[config.mk]
export PLATFORM = sky130hd
export DESIGN_NAME = systolic_drain
export DESIGN_NICKNAME = d
export VERILOG_FILES = /design/src/rtl/systolic_drain.sv
export SDC_FILE = /design/constraint.sdc
export NUM_CORES = 1
export LEC_CHECK = 0
export CAP_MARGIN = 30
export CORE_UTILIZATION = 30
export CTS_BUF_LIST = sky130_fd_sc_hd__clkbuf_2 sky130_fd_sc_hd__clkbuf_4 sky130_fd_sc_hd__clkbuf_8
export CTS_CLUSTER_DIAMETER = 120
export DETAILED_ROUTE_END_ITERATION = 12
export PLACE_DENSITY = 0.46
export SYNTH_ARGS = -nofsm -noshare
export SYNTH_HDL_FRONTEND = slang
export SYNTH_SLANG_ARGS = --single-unit
[constraint.sdc]
create_clock -name clk -period 20.2 [get_ports clk]
set_clock_uncertainty 0.05 [all_clocks]
set_input_delay 2.02 -clock clk [delete_from_list [all_inputs] [get_ports clk]]
set_output_delay 2.02 -clock clk [all_outputs]
set_load 0.02 [all_outputs]
[src/rtl/systolic_drain.sv]
// -----------------------------------------------------------------------------
// systolic_drain
//
// Result drain stage behind the FP-INT MAC array. A rising edge on `done`
// snapshots every PE's (exponent, fixed-point accumulator) pair. Each pair is
// then converted to IEEE FP16 (truncating, no denormals, saturating at
// +/-65504) and the words are streamed out in PE order over valid/ready.
//
// Ports:
//   clk        sole clock, rising edge
//   rst        asynchronous active-low reset
//   done       array results valid (level); only its rising edge captures
//   exp_in     N*N x 5-bit PE exponents, PE k at [5k+4:5k]
//   acc_in     N*N x ACC_WIDTH signed accumulators, PE k at slice k
//   out_valid  out_* holds a converted word
//   out_ready  consumer accepts the word
//   out_data   FP16 result
//   out_idx    PE index of the word (row*N + col)
//   out_last   word belongs to the final PE
//   out_sat    word was saturated to the largest finite FP16
//   busy       a drain is in progress
// -----------------------------------------------------------------------------
module systolic_drain #(
   parameter int ACC_WIDTH = 32,
   parameter int N         = 2,
   parameter int FRAC_BITS = 10,
   parameter int IDX_W     = (N * N > 1) ? $clog2(N * N) : 1
) (
   input  logic                       clk,
   input  logic                       rst,
   input  logic                       done,
   input  logic [N*N*5-1:0]           exp_in,
   input  logic [N*N*ACC_WIDTH-1:0]   acc_in,
   output logic                       out_valid,
   input  logic                       out_ready,
   output logic [15:0]                out_data,
   output logic [IDX_W-1:0]           out_idx,
   output logic                       out_last,
   output logic                       out_sat,
   output logic                       busy
);

   localparam int NUM = N * N;

   typedef enum logic [1:0] {IDLE, CONV, SEND} state_t;

   state_t                 state, state_next;
   logic                   done_q;
   logic [IDX_W-1:0]       idx;
   logic [4:0]             exp_buf [NUM];
   logic [ACC_WIDTH-1:0]   acc_buf [NUM];
   logic [4:0]             exp_w   [NUM];
   logic [ACC_WIDTH-1:0]   acc_w   [NUM];

   logic                   capture;
   logic                   load_out;
   logic                   advance;

   logic [15:0]            conv_data;
   logic                   conv_sat;

   // Unpack the flattened array buses into per-PE views.
   generate
      for (genvar gi = 0; gi < NUM; gi++) begin : g_unpack
         assign exp_w[gi] = exp_in[5*gi +: 5];
         assign acc_w[gi] = acc_in[ACC_WIDTH*gi +: ACC_WIDTH];
      end
   endgenerate

   // ---------------------------------------------------------------------
   // Fixed-point to FP16 conversion of the currently selected PE.
   // ---------------------------------------------------------------------
   logic [ACC_WIDTH-1:0]   cur_acc;
   logic [4:0]             cur_exp;
   logic                   sign;
   logic [ACC_WIDTH-1:0]   mag;
   logic [ACC_WIDTH-1:0]   aligned;
   int                     msb;
   int                     f_val;

   always_comb begin
      cur_acc   = acc_buf[idx];
      cur_exp   = exp_buf[idx];
      sign      = cur_acc[ACC_WIDTH-1];
      // Two's-complement negate; the most negative value maps onto its own
      // bit pattern, which read as unsigned is exactly 2^(ACC_WIDTH-1).
      mag       = sign ? (~cur_acc + 1'b1) : cur_acc;
      msb       = 0;
      for (int b = 0; b < ACC_WIDTH; b++) begin
         if (mag[b]) msb = b;
      end
      f_val     = msb - FRAC_BITS + int'(cur_exp);
      // Place the bit just below the leading one at position 9.
      if (msb >= 10) aligned = mag >> (msb - 10);
      else           aligned = mag << (10 - msb);
      conv_data = 16'h0000;
      conv_sat  = 1'b0;
      if (mag == '0) begin
         conv_data = 16'h0000;
      end else if (f_val >= 31) begin
         conv_data = {sign, 15'h7BFF};
         conv_sat  = 1'b1;
      end else if (f_val <= 0) begin
         conv_data = {sign, 15'h0000};
      end else begin
         conv_data = {sign, f_val[4:0], aligned[9:0]};
      end
   end

   // ---------------------------------------------------------------------
   // Control FSM: next state and strobes.
   // ---------------------------------------------------------------------
   always_comb begin
      state_next = state;
      capture    = 1'b0;
      load_out   = 1'b0;
      advance    = 1'b0;
      case (state)
         IDLE: begin
            if (done && !done_q) begin
               capture    = 1'b1;
               state_next = CONV;
            end
         end
         CONV: begin
            load_out   = 1'b1;
            state_next = SEND;
         end
         SEND: begin
            if (out_ready) begin
               if (idx == IDX_W'(NUM - 1)) begin
                  state_next = IDLE;
               end else begin
                  advance    = 1'b1;
                  state_next = CONV;
               end
            end
         end
         default: state_next = IDLE;
      endcase
   end

   always_ff @(posedge clk or negedge rst) begin
      if (!rst) begin
         state <= IDLE;
      end else begin
         state <= state_next;
      end
   end

   // ---------------------------------------------------------------------
   // Datapath registers.
   // ---------------------------------------------------------------------
   always_ff @(posedge clk or negedge rst) begin
      if (!rst) begin
         done_q   <= 1'b0;
         idx      <= '0;
         out_data <= 16'h0000;
         out_idx  <= '0;
         out_last <= 1'b0;
         out_sat  <= 1'b0;
         for (int k = 0; k < NUM; k++) begin
            exp_buf[k] <= '0;
            acc_buf[k] <= '0;
         end
      end else begin
         done_q <= done;
         if (capture) begin
            idx <= '0;
            for (int k = 0; k < NUM; k++) begin
               exp_buf[k] <= exp_w[k];
               acc_buf[k] <= acc_w[k];
            end
         end
         if (advance) begin
            idx <= idx + 1'b1;
         end
         if (load_out) begin
            out_data <= conv_data;
            out_idx  <= idx;
            out_last <= (idx == IDX_W'(NUM - 1));
            out_sat  <= conv_sat;
         end
      end
   end

   assign out_valid = (state == SEND);
   assign busy      = (state != IDLE);

endmodule

Yosys cells after proc, flatten, opt, wreduce, memory -nomap -nowiden
Cells that the tools add are included. Widths: inputs -> output; s select.

Register bits after elaboration: 173. Input port bits: 152. Logic and storage cells: 96.

Add/sub/neg operators: 5. Order comparisons: 4. Equal/unequal tests: 5. Shift-type cells: 2. Muxes and demuxes: 56. Bitwise operators: 2. Reduce and logical (&&, ||, !) cells: 7.

Operator list (number): $mux 32 (31); $bmux 32 s2 (1); $add 32x1->32 const B (1); $add 32x6->32 (1); $ge 32x5->1 const B (1); $ge 32x6->1 const B (1); $le 32x1->1 const B (1); $logic_not 32->1 (1); $not 32->32 (1); $shl 32x32->10 (1); $shr 32x32->10 (1); $sub 32x5->32 const B (1); $sub 5x32->32 const A (1); $mux 15 (2); $mux 16 (1); $mux 2 (6); $bmux 5 s2 (1); $mux 1 (10); $mux 10 (1); $mux 5 (2); $pmux 2 s3 (1); $eq 2x2->1 const B (2); $reduce_bool 2->1 (2); $ge 3x3->1 const B (1); 9 further kinds (9).

Depth between registers and ports, before layout
Depth in word-level cells: 44. Depth in mapped cells: 38.

Worst setup path after synthesis
Ideal clock, no wire load.

Path kind: register to register. Start: register idx[0]. End: register out_data[4]. Library setup time: 0.087 ns. Data arrival time: 7.197 ns. Data required time: 20.063 ns. Slack: 12.867 ns. Cell stages (with the launch flop): 36. Cell sequence: dfrtp_1 -> buf_6 -> buf_6 -> buf_6 -> mux4_2 -> buf_2 -> or4_4 -> buf_6 -> nor4_2 -> nor3b_1 -> a311oi_1 -> nor3_1 -> a211oi_1 -> o221ai_1 -> a21o_1 -> inv_2 -> buf_2 -> ha_1 -> inv_1 -> xnor2_1 -> inv_1 -> clkbuf_1 -> ha_1 -> nor2b_1 -> o21ai_0 -> nand2b_1 -> and2_1 -> inv_1 -> a211o_1 -> a21oi_2 -> a21boi_4 -> and3_1 -> buf_6 -> o21ai_1 -> or3_1 -> o211ai_1.

Longest elaborated chain between the ends: 44. Elaborated cells between the ends (all ways): 54.

RTL lines: start, declared (line 49) `logic [IDX_W-1:0] idx;`; start signal, assigned (line 176) `idx <= idx + 1'b1;`; $not 2->3 (implied by the code) (*) (line 82, 83); $bmux 32 s2 (line 82) `cur_acc = acc_buf[idx];`; $mux 32 (implied by the code) (2 in a row) (line 82); $not 32->32 (line 87) `mag = sign ? (~cur_acc + 1'b1) : cur_acc;`; $add 32x1->32 (line 87); $mux 32 (line 87); $mux 1 (line 90) `if (mag[b]) msb = b;`; $mux 2 (2 in a row) (line 90); $mux 32 (28 in a row) (line 90); $sub 32x5->32 or $sub 5x32->32 (tied branches) (line 92, 94, 95); $add 32x6->32 (tied with other cells) (line 92) `f_val = msb - FRAC_BITS + int'(cur_exp);`; $le 32x1->1 or $mux 10 (tied branches) (line 103, 94); $mux 15 (line 103) `end else if (f_val <= 0) begin`; $mux 15 (line 100) `end else if (f_val >= 31) begin`; $mux 16 (*) (line 98) `if (mag == '0) begin`; end signal, assigned (line 179) `out_data <= conv_data;`; end, declared (line 36) `output logic [15:0] out_data,`.

Every way passes the cells marked *; elsewhere a longest branch is shown, timed or not. The select of a mux whose other input is x is not followed. A chain may end at the register's enable or synchronous reset.

Final worst setup path
Ends and elaborated chain as after synthesis.

==> impl_results.md <==
* Status: finished clean
* CTS Buf Count at 17
* Post-synthesis sequential area ratio at between 30% and 40%
* Area growth from synthesis to layout at 21.85%
* Most frequent cells in the layout: clkdlybuf4s50_1 (172), dfrtp_1 (171), mux2_2 (160), nand2_1 (76), nor2_1 (57)
* Top-area cell type share of the netlist area at between 30 and 40%
* Final hold violation count at 0
* WP buf/inv at 5
* CP Data Arrival Time at about 9.8 ns
* Share of flip-flops with an asynchronous set or reset at 100.0%
* GRT overflow at 0
* Site row count at slightly above 70
* Post-CTS Hold Fix Bufs at 0
* Number of diodes at 0
* Die footprint at slightly below 0.04 sq mm
* H-tree lvl count at 4
* Critical path class: flip-flop to flip-flop
* Worst Tran Pin Value at 0.9816 ns
* Global placer's final weighted congestion at 0.8918
* Clk_lat worst skew at ~0.50 ns
* Number of port buffers at between 150 and 200
* Synth cell types at 97
* Max-cap violations at 0
* Initial antenna violation count at 1
* Post-synth EDFFs at 0
* Number of global-route vias before repair at roughly 9500
* Final-report max-slew violation count at 0
* Die width at roughly 200 microns
* Clk slew on worst S/H paths at between 0.1 and 0.15 ns
* Final Cycle Share at 46.55%
* Top-level port count at 174
* Clock Sinks at between 150 and 200
* Ys flop type: dfrtp_1
* Initial Utilization at approximately 30%
* Top cell family by delay on the critical path: simple AND/OR/NAND/NOR gates
* Post-synthesis net count at around 1300
* Worst Setup Start Kind: flip-flop
* Die Height at between 150 and 200 microns
* Share of cells above drive strength 1 at between 20 and 25%
* Layout Nets at 1393
* Routed vias/inst at ~5.4
* Critical path fanouts, max at 41
* CTS max path bufs at 2
* Min-Delay Path Class: flip-flop to flip-flop
* FILL cells at ~3800
* CTS tree: built
* Post-Syn Instances at 1099
* CTS Root Cell: clkbuf_8
* First-pass GRT wire length at between 50000 and 60000 microns
* Commonest non-fill, non-tap cell in the layout: clkdlybuf4s50_1
* Cell Area, Synth at ~0.012 sq mm
* Largest net degree at the start of global routing at just over 70
* Final setup fails at 0
* GRT Total Usage at 18.55%
* Setup_tns at 0 ns
* Multi-input gate area at 0.006859 sq mm
* Synth Warn # at 0
* Core region area at between 0.03 and 0.04 sq mm
* Flops & latches, synth at roughly 170
* Routed Antenna Nets at 0
* Final min period at about 9.4 ns
* Max Freq at around 110 MHz
* Post-synth top area cell: dfrtp_1
* Average size of a mapped cell at approximately 11 sq um
* Post-CTS Setup Repair Bufs at 0
* Unrepaired setup endpoints after global routing: false
* Total Wirelength at 35540 microns
* Post-DP HPWL at 26480 microns
* Register area at around 0.0043 sq mm
* CP max stage cell: or4_1
* Worst setup EP type: flip-flop
* Synth top area cells: dfrtp_1 (37%), mux2_2 (15%), mux4_2 (7.1%)
* Drt initial violations at 645
* Via count at 9374
* TritonRoute pass-1 iters at 6
* CTS resizes at 0
* Slew HR at 33.96%
* WL per Instance at ~20 microns
* # DRC at 0
* Critical Path RT at slightly above 20 ns
* Max incr delay on CP at ~0.86 ns
kinds of logic after synthesis:
kind of cell	Yosys count	synth area share, %
AO/OA/AOI/OAI	239	14.58
flip-flops	173	37.10
multiplexers	247	26.90
buffers and inverters	103	4.160
XOR/XNOR	35	2.627
adder cells (fa/ha/maj)	16	1.780
AND/OR/NAND/NOR	286	12.85
per-layer routing:
layer  wire length, microns  global-route usage, %  vias up
li1                       -                      -     4415
met1                  17250                  26.46     4688
met2                  16470                  29.55      254
met3                   1543                  2.954       17
met4                    279                  3.590        0
met5                      0                      0        -
Yosys cell counts (all sizes together), types with 6 or more instances:
cell / n
a211oi: 13
a21o: 7
a21oi: 55
a22oi: 6
a31oi: 7
and2: 9
and3: 9
buf: 39
clkbuf: 39
dfrtp: 173
ha: 15
inv: 23
mux2: 160
mux2i: 50
mux4: 37
nand2: 77
nand2b: 19
nand3: 21
nand4: 12
nor2: 59
nor3: 20
nor3b: 7
nor4: 18
o2111ai: 8
o211ai: 12
o21ai: 43
o22ai: 6
o31ai: 9
o41ai: 8
or2: 8
or3: 8
xnor2: 16
xor2: 19
worst paths after layout:
| kind | slack [ns] | depth (start not counted) | endpoint | from |
|---|---|---|---|---|
| max | 10.80 | 28 | out_data[4] | idx[0] |
| min in group asynchronous | 1.45 | 1 | out_data[4] | rst |
| max reg2reg | 10.80 | 28 | out_data[4] | idx[0] |
| max in group asynchronous | 16.70 | 3 | done_q | rst |
| min | 0.44 | 1 | out_sat | out_sat |
| min reg2reg | 0.44 | 1 | out_sat | out_sat |
through the flow:
| step | setup WS, ns | instance area, sq um | utilization (%) | hold slack, ns | std cells |
|---|---|---|---|---|---|
| floorplan | 12.87 | 11670 | - | 0.4252 | 1099 |
| global placement | 11.11 | 13740 | 36.22 | 0.4133 | 1715 |
| detailed placement | 10.87 | 13770 | 36.31 | 0.4169 | 1717 |
| CTS | 10.83 | 14220 | 37.48 | 0.4435 | 1748 |
| global route | 9.992 | 14220 | 37.48 | 0.4512 | 1748 |
| finish | 10.80 | 14220 | 37.48 | 0.4389 | 1748 |
area by class of cell:
cell class / instances / share of cell area [%]
Clock inverter: 13 / 1.426
Tap cell: 511 / 4.497
Multi-Input combinational cell: 823 / 48.24
Sequential cell: 173 / 30.46
Clock buffer: 18 / 1.698
Inverter: 25 / 0.7128
Timing Repair Buffer: 185 / 12.96
registers in the layout (all words and copies together) (netlist names):
signal / flops
acc_buf: 128
exp_buf: 20
out_data: 16
idx: 2
out_idx: 2
state: 2
done_q: 1
out_last: 1
out_sat: 1
Power is left out: the tool's default activity adds up to more than one toggle a clock period on the data nets, which glitch-free logic cannot reach.
